`config.mk`:
```
export PLATFORM = sky130hd
export DESIGN_NAME = word_serializer
export DESIGN_NICKNAME = d
export VERILOG_FILES = /design/src/rtl/serializer_pkg.sv /design/src/rtl/word_serializer.sv
export SDC_FILE = /design/constraint.sdc
export NUM_CORES = 1
export LEC_CHECK = 0
export ABC_AREA = 1
export BUFFER_PORTS_ARGS = -buffer_cell sky130_fd_sc_hd__buf_2
export CORE_MARGIN = 2
export CORE_UTILIZATION = 63
export DETAILED_ROUTE_END_ITERATION = 8
export HOLD_SLACK_MARGIN = 0.02
export PLACE_DENSITY = 0.85
export SLEW_MARGIN = 20
export SYNTH_ARGS = -nofsm -noshare
export SYNTH_HDL_FRONTEND = slang
export SYNTH_SLANG_ARGS = --single-unit
```
`constraint.sdc`:
```
create_clock -name clk -period 4.8 [get_ports clk]
set_input_delay 0.96 -clock clk [delete_from_list [all_inputs] [get_ports clk]]
set_output_delay 0.96 -clock clk [all_outputs]
set_load 0.1 [all_outputs]
```
`src/rtl/serializer_pkg.sv`:
```
// Shared definitions for the word serializer: FSM state encoding and gap counter sizing.
package serializer_pkg;

    // IDLE: no word in flight. SHIFT: data_o shows a bit this cycle. GAP: idle spacing cycles.
    typedef enum logic [1:0] {
        StIdle  = 2'd0,
        StShift = 2'd1,
        StGap   = 2'd2
    } ser_state_e;

    // Wide enough for the largest supported inter-bit gap (15 cycles).
    localparam int unsigned GapCntW = 4;

endpackage

```
`src/rtl/word_serializer.sv`:
```
// Parallel-to-serial converter with a two-deep word buffer (shift register + holding register).
// Every output is a flop; a word accepted into an empty block shows its first bit the next cycle.
module word_serializer
    import serializer_pkg::*;
#(
    parameter int unsigned WIDTH     = 32,
    parameter int unsigned GAP       = 0,
    parameter int unsigned MSB_FIRST = 1
) (
    input  logic             clk,
    input  logic             rst_n,
    input  logic [WIDTH-1:0] s_data_i,
    input  logic             s_valid_i,
    output logic             s_ready_o,
    output logic             data_o,
    output logic             data_val_o,
    output logic             word_start_o,
    output logic             word_done_o,
    output logic             busy_o
);

    localparam int unsigned           CntW    = $clog2(WIDTH);
    localparam logic [CntW-1:0]       CntLast = CntW'(WIDTH - 1);
    localparam logic [GapCntW-1:0]    GapLast = (GAP == 0) ? '0 : GapCntW'(GAP - 1);

    // Bit that leaves the word first, according to the configured bit order.
    function automatic logic first_bit(input logic [WIDTH-1:0] w);
        return (MSB_FIRST != 0) ? w[WIDTH-1] : w[0];
    endfunction

    // Word with its leading bit consumed, so the next bit to send sits in the leading position.
    function automatic logic [WIDTH-1:0] drop_bit(input logic [WIDTH-1:0] w);
        return (MSB_FIRST != 0) ? {w[WIDTH-2:0], 1'b0} : {1'b0, w[WIDTH-1:1]};
    endfunction

    ser_state_e          state_q, state_d;
    logic [CntW-1:0]     cnt_q, cnt_d;
    logic [GapCntW-1:0]  gap_q, gap_d;
    logic [WIDTH-1:0]    shift_q, shift_d;
    logic [WIDTH-1:0]    hold_q, hold_d;
    logic                shift_vld_q, shift_vld_d;
    logic                hold_vld_q, hold_vld_d;

    logic                ready_q, ready_d;
    logic                data_q, data_d;
    logic                dval_q, dval_d;
    logic                start_q, start_d;
    logic                done_q, done_d;
    logic                busy_q, busy_d;

    logic                accept;
    logic                last_bit;
    logic                emit;
    logic                new_word;
    logic [WIDTH-1:0]    src;
    logic [WIDTH-1:0]    next_word;

    assign accept   = s_valid_i & ready_q;
    // The shift register's word is on data_o for the final time this cycle.
    assign last_bit = (state_q == StShift) && (cnt_q == CntLast);

    // Next-state logic: word routing between the two slots and bit sequencing.
    always_comb begin
        state_d     = state_q;
        cnt_d       = cnt_q;
        gap_d       = gap_q;
        shift_d     = shift_q;
        shift_vld_d = shift_vld_q;
        hold_d      = hold_q;
        hold_vld_d  = hold_vld_q;
        emit        = 1'b0;
        new_word    = 1'b0;
        src         = shift_q;
        next_word   = hold_q;

        unique case (state_q)
            StIdle: begin
                if (accept) begin
                    emit        = 1'b1;
                    new_word    = 1'b1;
                    src         = s_data_i;
                    shift_vld_d = 1'b1;
                end
            end

            StShift: begin
                if (last_bit) begin
                    if (hold_vld_q || accept) begin
                        // Ready is low while holding is full, so at most one source is live here.
                        next_word  = hold_vld_q ? hold_q : s_data_i;
                        hold_vld_d = 1'b0;
                        if (GAP == 0) begin
                            emit     = 1'b1;
                            new_word = 1'b1;
                            src      = next_word;
                        end else begin
                            // Park the next word unshifted; cnt stays at the last index so the
                            // end of the gap knows to start a fresh word.
                            shift_d = next_word;
                            gap_d   = '0;
                            state_d = StGap;
                        end
                    end else begin
                        shift_vld_d = 1'b0;
                        state_d     = StIdle;
                    end
                end else begin
                    if (GAP == 0) begin
                        emit = 1'b1;
                    end else begin
                        gap_d   = '0;
                        state_d = StGap;
                    end
                    if (accept) begin
                        hold_d     = s_data_i;
                        hold_vld_d = 1'b1;
                    end
                end
            end

            StGap: begin
                if (gap_q == GapLast) begin
                    emit     = 1'b1;
                    new_word = (cnt_q == CntLast);
                end else begin
                    gap_d = gap_q + 1'b1;
                end
                // A word always occupies the shift register during a gap.
                if (accept) begin
                    hold_d     = s_data_i;
                    hold_vld_d = 1'b1;
                end
            end

            default: begin
                state_d = StIdle;
            end
        endcase

        if (emit) begin
            shift_d = drop_bit(src);
            cnt_d   = new_word ? '0 : cnt_q + 1'b1;
            state_d = StShift;
        end
    end

    // Registered output values, derived from the same cycle's next-state decisions.
    always_comb begin
        dval_d  = emit;
        data_d  = emit & first_bit(src);
        start_d = emit & new_word;
        done_d  = emit & (cnt_d == CntLast);
        busy_d  = shift_vld_d | hold_vld_d;
        ready_d = ~hold_vld_d;
    end

    // FSM, counters and word slots.
    always_ff @(posedge clk or negedge rst_n) begin
        if (!rst_n) begin
            state_q     <= StIdle;
            cnt_q       <= '0;
            gap_q       <= '0;
            shift_q     <= '0;
            hold_q      <= '0;
            shift_vld_q <= 1'b0;
            hold_vld_q  <= 1'b0;
        end else begin
            state_q     <= state_d;
            cnt_q       <= cnt_d;
            gap_q       <= gap_d;
            shift_q     <= shift_d;
            hold_q      <= hold_d;
            shift_vld_q <= shift_vld_d;
            hold_vld_q  <= hold_vld_d;
        end
    end

    // Output flops; ready stays low in reset and rises on the first edge afterwards.
    always_ff @(posedge clk or negedge rst_n) begin
        if (!rst_n) begin
            ready_q <= 1'b0;
            data_q  <= 1'b0;
            dval_q  <= 1'b0;
            start_q <= 1'b0;
            done_q  <= 1'b0;
            busy_q  <= 1'b0;
        end else begin
            ready_q <= ready_d;
            data_q  <= data_d;
            dval_q  <= dval_d;
            start_q <= start_d;
            done_q  <= done_d;
            busy_q  <= busy_d;
        end
    end

    assign s_ready_o    = ready_q;
    assign data_o       = data_q;
    assign data_val_o   = dval_q;
    assign word_start_o = start_q;
    assign word_done_o  = done_q;
    assign busy_o       = busy_q;

endmodule

```
Word-level counts from Yosys, hierarchy flattened. Index checks and enable logic that the tools add are counted.

Register bits: 82. Input bits: 35. Output and inout port bits: 6. Word-level logic and storage cells: 69.

Add/subtract/negate cells: 2. Eq/ne operators: 8. Muxes and demuxes: 30. Bitwise gates (word level): 7. Reduce and logical (&&, ||, !) cells: 9.

Operator list (count): 32-bit two-way mux (6); 32-bit case mux with 2 select lines (2); 1-bit two-way mux (12); 5-bit == test (second input constant) (2); 5-bit two-way mux (2); 2-bit two-way mux (3); 3-bit inequality test (second input constant) (2); 1-bit case mux with 3 select lines (2); 5-bit by 1-bit adder with 5-bit output (second input constant) (1); 4-bit by 1-bit adder with 4-bit output (second input constant) (1); 1-bit AND (4); 4-bit zero test (1); 1-bit case mux with 2 select lines (2); 2-bit case mux with 2 select lines (1); 2-bit AND reduction (2); 3-bit AND reduction (1); 2-bit by 1-bit == test with 1-bit output (second input constant) (1); 2-bit == test (second input constant) (1); 2-bit zero test (1); 2-bit by 1-bit inequality test with 1-bit output (second input constant) (1); 2-bit inequality test (second input constant) (1); 1-bit inverter (2); 2-bit nonzero test (1); 2-bit OR reduction (1); 3 further kinds (3).

Logic depth before layout (Yosys ltp).
Depth in word-level cells: 9. Gate-level depth with buffers: 14. Depth with buffers taken out: 13.

Least setup slack after synthesis. Ideal clock, no wire load.

Kind: register -> register. Start: register ready_q (netlist: s_ready_o). End: register data_q (netlist: data_o). Library setup time: 0.123 ns. Data arrival time: 1.958 ns. Data required time: 4.677 ns. Path slack: 2.719 ns. Cell stages (with the launch flop): 8. Path buffers: 2. Clock period less this slack: 2.081 ns. Cells stage by stage: dfrtp_1 > nand2_1 > nand2_2 > nand2_2 > buf_6 > buf_4 > a211oi_1 > nor2_1.

Longest elaborated chain between the ends: 6. Elaborated cells between the ends (all ways): 11. Those cells by class: mux: 8; bitwise: 2; reduce/logical: 1.

Ends and longest elaborated chain: start: declaration (RTL line word_serializer.sv:44) `logic ready_q, ready_d;`; start signal: assignment (RTL line word_serializer.sv:188) `ready_q <= ready_d;`; 1-bit AND * (RTL line word_serializer.sv:58) `assign accept = s_valid_i & ready_q;`; 1-bit logical OR (RTL line word_serializer.sv:88) `if (hold_vld_q || accept) begin`; 1-bit two-way mux / 32-bit two-way mux (equally long branches) (RTL line word_serializer.sv:88); 1-bit two-way mux / 32-bit two-way mux (equally long branches) (RTL line word_serializer.sv:87) `if (last_bit) begin`; 1-bit case mux with 3 select lines / 32-bit case mux with 2 select lines (equally long branches) (RTL line word_serializer.sv:76) `unique case (state_q)`; 1-bit AND * (RTL line word_serializer.sv:150) `data_d = emit & first_bit(src);`; net data_d (RTL line word_serializer.sv:45) `logic data_q, data_d;`; end signal: assignment (RTL line word_serializer.sv:189) `data_q <= data_d;`; end: declaration (RTL line word_serializer.sv:45).

Mark *: on every way through the listed nets, which the timed path passes. The rest lies on a longest branch. A chain may end at the register's enable or synchronous reset.

Worst setup path in the final report.
Start: register cnt_q[0]. End: register done_q (netlist: word_done_o).

Longest elaborated chain between the ends: 8. Elaborated cells between the ends (all ways): 12. Those cells by class: add/sub: 1; eq/ne: 2; mux: 7; bitwise: 1; reduce/logical: 1.

Ends and longest elaborated chain: start: declaration (RTL line word_serializer.sv:37) `logic [CntW-1:0] cnt_q, cnt_d;`; start signal: assignment (RTL line word_serializer.sv:169) `cnt_q <= cnt_d;`; 5-bit == test (RTL line word_serializer.sv:60, word_serializer.sv:124); 1-bit logical AND (RTL line word_serializer.sv:60) `assign last_bit = (state_q == StShift) && (cnt_q == CntLast);`; 1-bit two-way mux (RTL line word_serializer.sv:87); 1-bit case mux with 3 select lines (RTL line word_serializer.sv:76); 5-bit two-way mux (RTL line word_serializer.sv:142) `cnt_d = new_word ? '0 : cnt_q + 1'b1;`; 5-bit two-way mux * (RTL line word_serializer.sv:140) `if (emit) begin`; net cnt_d[3] (RTL line word_serializer.sv:37); 5-bit == test * (RTL line word_serializer.sv:152) `done_d = emit & (cnt_d == CntLast);`; 1-bit AND * (RTL line word_serializer.sv:152); net done_d (RTL line word_serializer.sv:48) `logic done_q, done_d;`; end signal: assignment (RTL line word_serializer.sv:192) `done_q <= done_d;`; end: declaration (RTL line word_serializer.sv:48).

Marks and branches as above.

==> flow_summary.json <==
{
  "relSlewSlack_pct": 33.3,
  "ys_types": 28,
  "max_cap_violations": 0,
  "status": "completed",
  "path_max_fanout": 38,
  "cts_buffer_depth": 2,
  "cts_root_buffer": "clkbuf_8",
  "setup_violations": 0,
  "power.density_nw_per_um2": 645,
  "start_util_pct": 65.6,
  "finalCritPeriodShare_pct": 60.3,
  "hold_viol_final": 0,
  "synth_top_area_cell": "dfrtp_1",
  "dp_hpwl_um": 5360,
  "syn_area_sq_um": 3930,
  "numCtsBuffers": 9,
  "ys_seq_area_share_pct": 49.0,
  "synthTopCellsByCount": "110 x nand2_1, 77 x dfrtp_1, 73 x nor2_1",
  "yosys.area.top_type_share_pct": 49.0,
  "ant_nets": 0,
  "post_cts.repair.setup_buffers": 0,
  "grt_pass1_wl_um": 15200,
  "worstSkewPairLatency_ns": 0.35,
  "cts-htree-levels": 3,
  "yosysMostFrequentCell": "nand2_1",
  "synth_flop_cell": "dfrtp_1",
  "drc": 0,
  "nets": 553,
  "totalWireLength_um": 8960,
  "crit_type": "reg2reg",
  "max_freq_mhz": 345,
  "drtIter0Drc": 308,
  "slew_violations": 0,
  "ir_drop_v": 0.000340,
  "critPathBufInv": 2,
  "critPathSlowestCell": "inv_2",
  "chipHeight_um": 83.0,
  "syn_to_final_growth_pct": 9.07,
  "worst_pin_slew_ns": 0.998,
  "syn-num-nets": 527,
  "crit_path_end_kind": "flop",
  "rsz0062_at_grt": "no",
  "cts.clk_slew.worst_paths_ns": 0.08,
  "via_count": 3457,
  "core_sq_um": 5990,
  "dieArea_sq_um": 6890,
  "port-buffer-count": 40,
  "cp_top_family": "simple AND/OR/NAND/NOR gates",
  "cp_data_arrival_time_ns": 3.18,
  "cts_resized": 0,
  "path_cells": "ha_1 > nand2_1 > nor2_1 > ha_1 > nand2_1 > clkinv_2 > nand3_2 > nand2_2 > inv_2 > nand2_1 > nand2_1 > nand2_1 > nor2_1",
  "synth-edff-count": 0,
  "finClkSkew_ns": 0.00913,
  "clkSinkCount": 77,
  "diodes": 0,
  "drive_above_1_share_pct": 15.2,
  "post-place-ws_ns": 1.94,
  "power.static_leakage_nw": 2.13,
  "vias_per_cell": 5.80,
  "setup_ws_ns": 1.90,
  "first_global_vias": 3410,
  "grt-ovfl-total": 0,
  "cp_common_cell": "nand2_1",
  "tns_ns": 0,
  "yosys_warnings": 0,
  "synth_area_leaders": "dfrtp_1 49%, nand2_1 10%, a21oi_1 8.0%",
  "syn_avg_cell_area_sq_um": 8.03,
  "syn-instance-count": 490,
  "synth_seq_cells": 77,
  "postCtsHoldBufs": 0,
  "fp.dieW_um": 83.0,
  "cts_tree": "built",
  "rows": 28,
  "drt-wirelength-per-cell_um": 15.0,
  "period_needed_ns": 2.90,
  "io_pins": 41,
  "async_reset_ff_share_pct": 100,
  "min_path_type": "reg2reg",
  "gp_routability_congestion": 0.782,
  "antenna_found_initial": 0,
  "crit_required_ns": 5.08,
  "grt_max_degree": 78,
  "dr.pass1.iters": 7,
  "start_kind": "flop",
  "track_usage_pct": 26.8,
  "cp_slowest_stage_delay_ns": 0.70
}
==> worst register-to-register path, cell delays in order (launching register included) <==
cell and delay [ns]:
dfrtp_1 0.42, ha_1 0.24, nand2_1 0.06, nor2_1 0.05, ha_1 0.23, nand2_1 0.10
clkinv_2 0.12, nand3_2 0.10, nand2_2 0.41, inv_2 0.71, nand2_1 0.14, nand2_1 0.11
nand2_1 0.06, nor2_1 0.08
==> cell usage in the layout (no fill, tap or decap), types with 2 or more instances in the layout <==
master / count
buf_2: 39
inv_2: 4
nor2_2: 2
o21ai_0: 21
dfrtp_1: 77
a21oi_2: 5
o21ai_1: 21
clkbuf_8: 12
ha_1: 2
nand3_1: 20
mux2_1: 17
a21oi_1: 63
nand2_1: 110
nor2_1: 73
clkinv_2: 4
buf_4: 5
nand2_2: 4
inv_1: 33
==> flip-flops by register name, summed over array words and instances, names as in the netlist <==
name / count
shift_vld_q: 1
state_q: 1
hold_q: 32
cnt_q: 5
data_o: 1
shift_q: 31
word_done_o: 1
s_ready_o: 1
word_start_o: 1
busy_o: 1
hold_vld_q: 1
data_val_o: 1
==> routing by layer <==
layer / vias to the layer above / share of wire (%) / routed length (um) / track usage [%]
met5: - / 0 / 0 / 0
met4: 0 / 2.1 / 188 / 10.7
met3: 24 / 5.4 / 480 / 5.77
met2: 129 / 48 / 4330 / 44.3
met1: 1680 / 44 / 3960 / 34.5
li1: 1624 / - / - / -
==> kinds of logic (layout without fill, tap and decap cells) <==
kind of cell	Yosys count	after routing	share of synthesized area, %
compound gates	113	113	15.3
xor+xnor	1	1	0.223
fa+ha+maj	2	2	0.636
flops	77	77	49.0
buf+inv	68	99	8.46
mux	17	17	4.87
simple gates	212	212	21.5
==> cell type report <==
| cell class | instances | area (sq um) |
|---|---|---|
| clock buffer | 12 | 165 |
| clock inverter | 4 | 45.0 |
| fill | 492 | 1700 |
| inverter | 39 | 153 |
| multi-input combinational | 345 | 1670 |
| sequential | 77 | 1930 |
| tap | 75 | 93.8 |
| timing repair buffer | 44 | 233 |
==> where the power goes <==
| group | total, mW | switching [mW] | leakage, nW | internal, mW |
|---|---|---|---|---|
| logic | 1.12 | 0.722 | 1.08 | 0.395 |
| clock network | 0.519 | 0.239 | 0.112 | 0.280 |
| registers | 1.13 | 0.177 | 0.940 | 0.952 |
| total | 2.77 | 1.14 | 2.13 | 1.63 |
==> per-stage QoR <==
stage                     power (mW)  hold slack (ns)  std cells  utilization, %  area, sq um
after global placement          2.16            0.463        580            68.1         4080
final                           2.77            0.491        596            71.6         4290
after global routing            2.96            0.489        596            71.6         4290
after detailed placement        2.23            0.468        580            68.1         4080
after CTS                       2.75            0.486        596            71.6         4290
after floorplan                 2.00            0.448        490               -         3930
==> worst paths after layout <==
check	from	endpoint	slack (ns)	depth (start not counted)
setup / recovery	cnt_q[0]	word_done_o	1.90	13
hold / removal	shift_q[1]	shift_q[1]	0.49	2
setup reg to reg	cnt_q[0]	word_done_o	1.90	13
hold reg to reg	shift_q[1]	shift_q[1]	0.49	2
max in group asynchronous	rst_n	hold_q[14]	3.46	1
min in group asynchronous	rst_n	hold_vld_q	0.76	1
(Power assumes the default switching activity.)
